--- src/rtl/rom_arbiter.sv ---
// rom_arbiter: round-robin two-port sequencer for the shared 16x8 program ROM bus.
// Each access drives the address with OE low for SETTLE_CYCLES, captures the byte, then acks.
module rom_arbiter #(
  parameter int SETTLE_CYCLES = 1
) (
  input  logic       clk,
  input  logic       low_rst,
  input  logic       req0,
  input  logic [3:0] addr0,
  output logic       ack0,
  output logic [7:0] rdata0,
  input  logic       req1,
  input  logic [3:0] addr1,
  output logic       ack1,
  output logic [7:0] rdata1,
  output logic       busy,
  output logic [3:0] rom_addr,
  output logic       low_rom_oe,
  input  logic [7:0] rom_data
);
  typedef enum logic [1:0] {IDLE, DRIVE, ACK} state_t;
  localparam logic [3:0] LOAD = 4'(SETTLE_CYCLES - 1);
  state_t     state_q, state_d;
  logic [3:0] cnt_q, cnt_d, addr_q, addr_d;
  logic [7:0] rdata0_q, rdata0_d, rdata1_q, rdata1_d;
  logic       port_q, port_d, ptr_q, ptr_d, gnt;
  assign gnt = (req0 && req1) ? ptr_q : req1;
  always_ff @(posedge clk or negedge low_rst) begin
    if (!low_rst) begin
      state_q  <= IDLE;
      cnt_q    <= '0;
      addr_q   <= '0;
      rdata0_q <= '0;
      rdata1_q <= '0;
      port_q   <= 1'b0;
      ptr_q    <= 1'b0;
    end else begin
      state_q  <= state_d;
      cnt_q    <= cnt_d;
      addr_q   <= addr_d;
      rdata0_q <= rdata0_d;
      rdata1_q <= rdata1_d;
      port_q   <= port_d;
      ptr_q    <= ptr_d;
    end
  end
  always_comb begin
    state_d  = state_q;
    cnt_d    = cnt_q;
    addr_d   = addr_q;
    rdata0_d = rdata0_q;
    rdata1_d = rdata1_q;
    port_d   = port_q;
    ptr_d    = ptr_q;
    case (state_q)
      IDLE: if (req0 || req1) begin
        state_d = DRIVE;
        cnt_d   = LOAD;
        port_d  = gnt;
        ptr_d   = ~gnt;
        addr_d  = gnt ? addr1 : addr0;
      end
      DRIVE: begin
        cnt_d = cnt_q - 4'd1;
        if (cnt_q == 4'd0) begin
          state_d  = ACK;
          rdata0_d = port_q ? rdata0_q : rom_data;
          rdata1_d = port_q ? rom_data : rdata1_q;
        end
      end
      ACK:     state_d = IDLE;
      default: state_d = IDLE;
    endcase
  end
  // OE follows the registered state so reset releases the bus without a clock
  assign low_rom_oe = state_q != DRIVE;
  assign busy       = state_q != IDLE;
  assign ack0       = state_q == ACK && !port_q;
  assign ack1       = state_q == ACK && port_q;
  assign rom_addr   = addr_q;
  assign rdata0     = rdata0_q;
  assign rdata1     = rdata1_q;
endmodule

--- config.mk ---
export PLATFORM = sky130hd
export DESIGN_NAME = rom_arbiter
export DESIGN_NICKNAME = d
export VERILOG_FILES = /design/src/rtl/rom_arbiter.sv
export SDC_FILE = /design/constraint.sdc
export NUM_CORES = 1
export LEC_CHECK = 0
export CORE_MARGIN = 5
export CORE_UTILIZATION = 39
export DETAILED_ROUTE_END_ITERATION = 8
export PLACE_DENSITY = 0.71
export SYNTH_ARGS = -nofsm -noshare
export SYNTH_HDL_FRONTEND = slang
export SYNTH_SLANG_ARGS = --single-unit
--- constraint.sdc ---
create_clock -name clk -period 2.1 [get_ports clk]
set_clock_uncertainty 0.15 [all_clocks]
set_input_delay 0.42 -clock clk [delete_from_list [all_inputs] [get_ports clk]]
set_output_delay 0.42 -clock clk [all_outputs]
set_load 0.005 [all_outputs]
==> reports/qor.yml <==
status: "complete, no violations"
place_area_sq_um: 1740
crit_required_ps: 1530
finalMaxSlewViolations: 0
synth_warnings: 0
dr_total_vias: 937
cts_tree: "done"
io_pins: 44
track_usage_pct: 12.9
drtIter0Drc: 9
synth_cell_types: 25
path_max_fanout: 4
drc: 0
synth.net_count: 119
path_buf_inv: 1
die_area_sq_um: 4350
post-route-worst-setup-slack_ps: 56.9
cpPeakStageDelay_ps: 500
io_buffers: 43
cts_sinks: 28
clockBufferDepth: 2
worstSetupPathType: "reg2out"
ir_drop_mv: 0.735
critical-path-top-delay-family: "buffers and inverters"
end_kind: "primary output"
die_h_microns: 65.9
post-route-period-util_pct: 97.3
synth_area_sq_um: 1220
numCtsBuffers: 3
ys_ff_latch: 28
worstSkewPairLatency_ps: 320
start_util_pct: 40.3
layout_common_cells: "clkdlybuf4s50_1 (41), dfrtp_1 (27), inv_1 (12)"
antenna_found_initial: 0
cts_hold_buffers: 0
syn_inst: 97
power.total_uw: 2620
mostFrequentLayoutCell: "clkdlybuf4s50_1"
viasPerCell: 4.76
synth.largest_area_cell: "dfrtp_1"
final.fill_count: 266
crit_path_top_delay_cell: "clkdlybuf4s50_1"
ys_top_cells_by_area: "dfrtp_1 (57%), mux2_4 (9.8%), mux2_2 (7.4%)"
finalWeightedCongestion: 0.715
design_area_sq_um: 1830
nNetsFinal: 176
hold_ws_ps: 316
seq_area_frac_synth_pct: 57.4
htreeDepth: 1
power_density_nw_per_um2: 1430
grt_start_max_net_pins: 29
wl_microns: 2710
grt_overflow: 0
cts-root-buf: "clkbuf_4"
start_kind: "flop"
avgSynthCellArea_sq_um: 12.6
path_cells: "nand2b_4 > clkdlybuf4s50_1"
synthToLayoutAreaGrowth_pct: 50.2
ant_nets: 0
p_leak_uw: 0.000839
die_w_microns: 65.9
tightest_slew_ps: 353
synth_top_area_share_pct: 57.4
pre_cts_ws_ps: -49.9
finalSetupViolations: 0
grt_pass1_vias: 974
min_period_ps: 2040
max_freq_ghz: 0.489
holdCritPathClass: "in2async"
drive_gt1_share_pct: 24.8
rsz0062_at_grt: "true"
coreArea_sq_um: 3030
grt_pass1_wl_microns: 4430
diodes: 0
max-cap-violations: 0
row_count: 20
maxSlewHeadroom_pct: 76.5
dr.pass1.iters: 3
wire_per_inst_microns: 13.8
finalHoldViolations: 0
clkTransAtPathRegs_ps: 140
crit_arrival_ps: 1470
hpwlAfterDp_microns: 2070
[registers in the layout (all words and copies together), names as in the netlist]
name      flops
cnt_q         4
port_q        1
ptr_q         1
rdata0        8
rdata1        8
rom_addr      4
state_q       2
[layer usage]
metal | share of wire (%) | up-vias | wire length, microns | GRT usage (%)
li1 | - | 446 | - | -
met1 | 45 | 454 | 1230 | 14.9
met2 | 47 | 34 | 1290 | 23.7
met3 | 6.3 | 3 | 171 | 3.23
met4 | 0.81 | 0 | 22 | 3.05
met5 | 0 | - | 0 | 0
[final timing paths]
path | slack [ps] | start | to | depth (start not counted)
worst max-delay path | 60 | state_q[1]$_DFFE_PN0P_ | low_rom_oe | 2
worst min-delay path | 320 | low_rst | rdata0[4]$_DFFE_PN0P_ | 2
worst max register to register | 90 | cnt_q[1]$_DFFE_PN0P_ | rdata1[3]$_DFFE_PN0P_ | 7
worst min register to register | 340 | cnt_q[3]$_DFFE_PN0P_ | cnt_q[3]$_DFFE_PN0P_ | 1
max in group asynchronous | 1210 | low_rst | state_q[0]$_DFFE_PN0P_ | 2
min in group clk | 340 | cnt_q[3]$_DFFE_PN0P_ | cnt_q[3]$_DFFE_PN0P_ | 1
[synthesized netlist by cell type]
master and n:
o221ai_1 4, mux2_2 8, dfrtp_1 28, buf_6 1, xor2_1 1, a31o_2 1
clkinv_1 1, clkbuf_1 1, mux2i_1 1, o211ai_1 1, nand3b_1 1, o21ai_0 8
nor3_2 1, nand3_1 2, mux2_4 8, or3b_4 1, nand2_1 3, ha_1 2
inv_1 12, nor2_1 5, nor4_1 1, nor3_1 2, nand2b_1 2, o22ai_1 1
or3_1 1
[power by group]
group	internal, uW	switching, uW	total [uW]
registers	809	172	981
logic	899	477	1380
clock network	106	153	259
[worst register-to-register path, cell delays in order, from the launching register on]
cell,delay [ps]
dfrtp_1,410
inv_1,80
ha_1,130
or3b_4,370
buf_4,150
nor3_2,130
buf_6,170
mux2_2,340
[kinds of logic (layout without fill, tap and decap cells)]
logic type                 count (synthesis)  count (layout)  share of synthesized area (%)
DFF                                       28              28                           57.4
and+or+nand+nor                           19              19                           8.51
muxes                                     17              17                           18.1
AOI/OAI and AO/OA                         15              15                           8.00
buffers and inverters                     15              71                           5.23
adders and majority gates                  2               2                           2.05
xor gates and xnor gates                   1               1                          0.718
[cell type report]
cell class / instances / area (sq um) / share of cell area [%]
Timing Repair Buffer: 54 / 514 / 28.1
Clock buffer: 4 / 36.3 / 1.98
Inverter: 13 / 48.8 / 2.66
Tap cell: 44 / 55.1 / 3.01
Sequential cell: 28 / 702 / 38.3
Multi-Input combinational cell: 54 / 475 / 26.0
[timing repair]
| item | in CTS | in global routing |
|---|---|---|
| gates cloned | 0 | 0 |
| pin swaps | 0 | 1 |
| setup endpoints to repair | 11 | 10 |
| setup buffers | 1 | 3 |
| resized for setup | 6 | 3 |
| endpoints found under the hold margin | 0 | 0 |
[metrics by stage]
stage / TNS [ps] / util [%] / cells
6_report: 0 / 60.5 / 197
2_1_floorplan: 0 / - / 97
5_1_grt: -22.7 / 60.5 / 197
3_3_place_gp: 0 / 57.6 / 189
4_1_cts: -17.4 / 59.4 / 194
3_5_place_dp: -385 / 57.6 / 189
Power figures use the tool's default switching activity.
==> variant: new RTL, config.mk and constraints unchanged <==
`rdata1_q` no longer has a reset.
--- a/src/rtl/rom_arbiter.sv
+++ b/src/rtl/rom_arbiter.sv
@@ -31,7 +31,6 @@
       cnt_q    <= '0;
       addr_q   <= '0;
       rdata0_q <= '0;
-      rdata1_q <= '0;
       port_q   <= 1'b0;
       ptr_q    <= 1'b0;
     end else begin
@@ -39,10 +38,13 @@
       cnt_q    <= cnt_d;
       addr_q   <= addr_d;
       rdata0_q <= rdata0_d;
-      rdata1_q <= rdata1_d;
       port_q   <= port_d;
       ptr_q    <= ptr_d;
     end
+  end
+
+  always_ff @(posedge clk) begin
+    rdata1_q <= rdata1_d;
   end
   always_comb begin
     state_d  = state_q;
Formal check against the unedited RTL: differs if low_rst is asserted again (counterexample within 4 cycles, from zero or initial values and one cycle with low_rst low); with low_rst held inactive, the same outputs for 10 cycles.
==> variant against the original RTL <==
  * Total power is 12% lower
  * Largest cell class unchanged
  * Setup slack better by 0.062 ns
  * Non-clock buffer count is 5 lower
  * Sequential cell count stayed put
  * Sequential power is 5.9% lower
  * Area after synthesis is 2.7% lower
  * Highest routed layer unchanged
  * Routed wire length is 5.8% lower
  * Worst hold slack worse by 0.067 ns
  * Clock power is 35% higher
  * Maximum frequency is 3.2% higher
  * Design area is 4.6% lower
  * Die area is 2.3% lower
==> variant: results (changes against the original RTL) <==
Yosys
The sequential-to-total area share from yosys stat is 0.624 (+0.0495). The synthesized instance count came to 89 (-8.2%). Ranked by total cell area, the synthesized netlist is headed by sky130_fd_sc_hd__dfrtp_1 42%, sky130_fd_sc_hd__edfxtp_1 20%, sky130_fd_sc_hd__mux2_4 10%.

Layout
The fraction of layout cells with a size suffix above 1 was 0.173 (-0.0757). The number of nets in the final layout is 162 (-8.0%). The multi-input logic area is 389 um2 (-18%). The filler cell count was 247 (-7.1%).

Global route
The largest net degree at the start of global routing is 21 (-28%). The global-route wire length before repair is 3.97 mm (-10%). The global-route track usage on met1 is 0.141 (-0.00835).

Power
The largest vdd supply drop is 0.000868 V (+18%). The clock distribution power was 0.349 mW (+35%). The internal power consumption is 1.60 mW (-12%). The switching power share of the total is 0.300 (-0.00688).

Worst setup path
In this run the critical register-to-register path is launched from cnt_q[0]. The count of cells along the worst register-to-register path is 5 (-2). In this run the worst setup path begins at state_q[0]. The end of the worst register-to-register path is rdata0[2].

The worst reg-to-reg setup slack was 0.18 ns (+0.09 ns).

Status
The flow ran to the end, and the final reports show no timing, DRC or antenna violations.

Routing
The detailed router's first-iteration violation count is 18 (+9). The routed wire length came to 2.55 mm (-5.8%). The met1 wire length is 1.13 mm (-8.4%).

The met2 layer wire length in the routed design was 1.19 mm (-7.5%). The number of search-and-repair iterations in the first detailed-routing pass was 4 (+1).

Placement
The placer's final routability congestion estimate is 0.724 (+1.2%).
-- variant: cell types whose count changed after synthesis, moves of 2 or more --
| cell | delta |
|---|---|
| sky130_fd_sc_hd__dfrtp_1 | -8 |
| sky130_fd_sc_hd__mux2_2 | -8 |
| sky130_fd_sc_hd__nor3_1 | -2 |
| sky130_fd_sc_hd__edfxtp_1 | +8 |
-- variant: final cells by class --
| class | count | area share |
|---|---|---|
| Clock buffer | 3 | 0.0129 |
| Clock inverter | 1 | 0.0172 |
| Inverter | 11 | 0.0236 |
| Multi-Input combinational cell | 47 | 0.223 |
| Sequential cell | 28 | 0.424 |
| Tap cell | 33 | 0.0236 |
| Timing Repair Buffer | 49 | 0.276 |
-- variant: cell families after synthesis --
kind of cell	Yosys count	synth area share
compound gates	15	0.0801
xor+xnor	1	0.00738
fa+ha+maj	2	0.0211
buf+inv	14	0.0569
flops	28	0.624
mux	9	0.110
simple gates	20	0.101
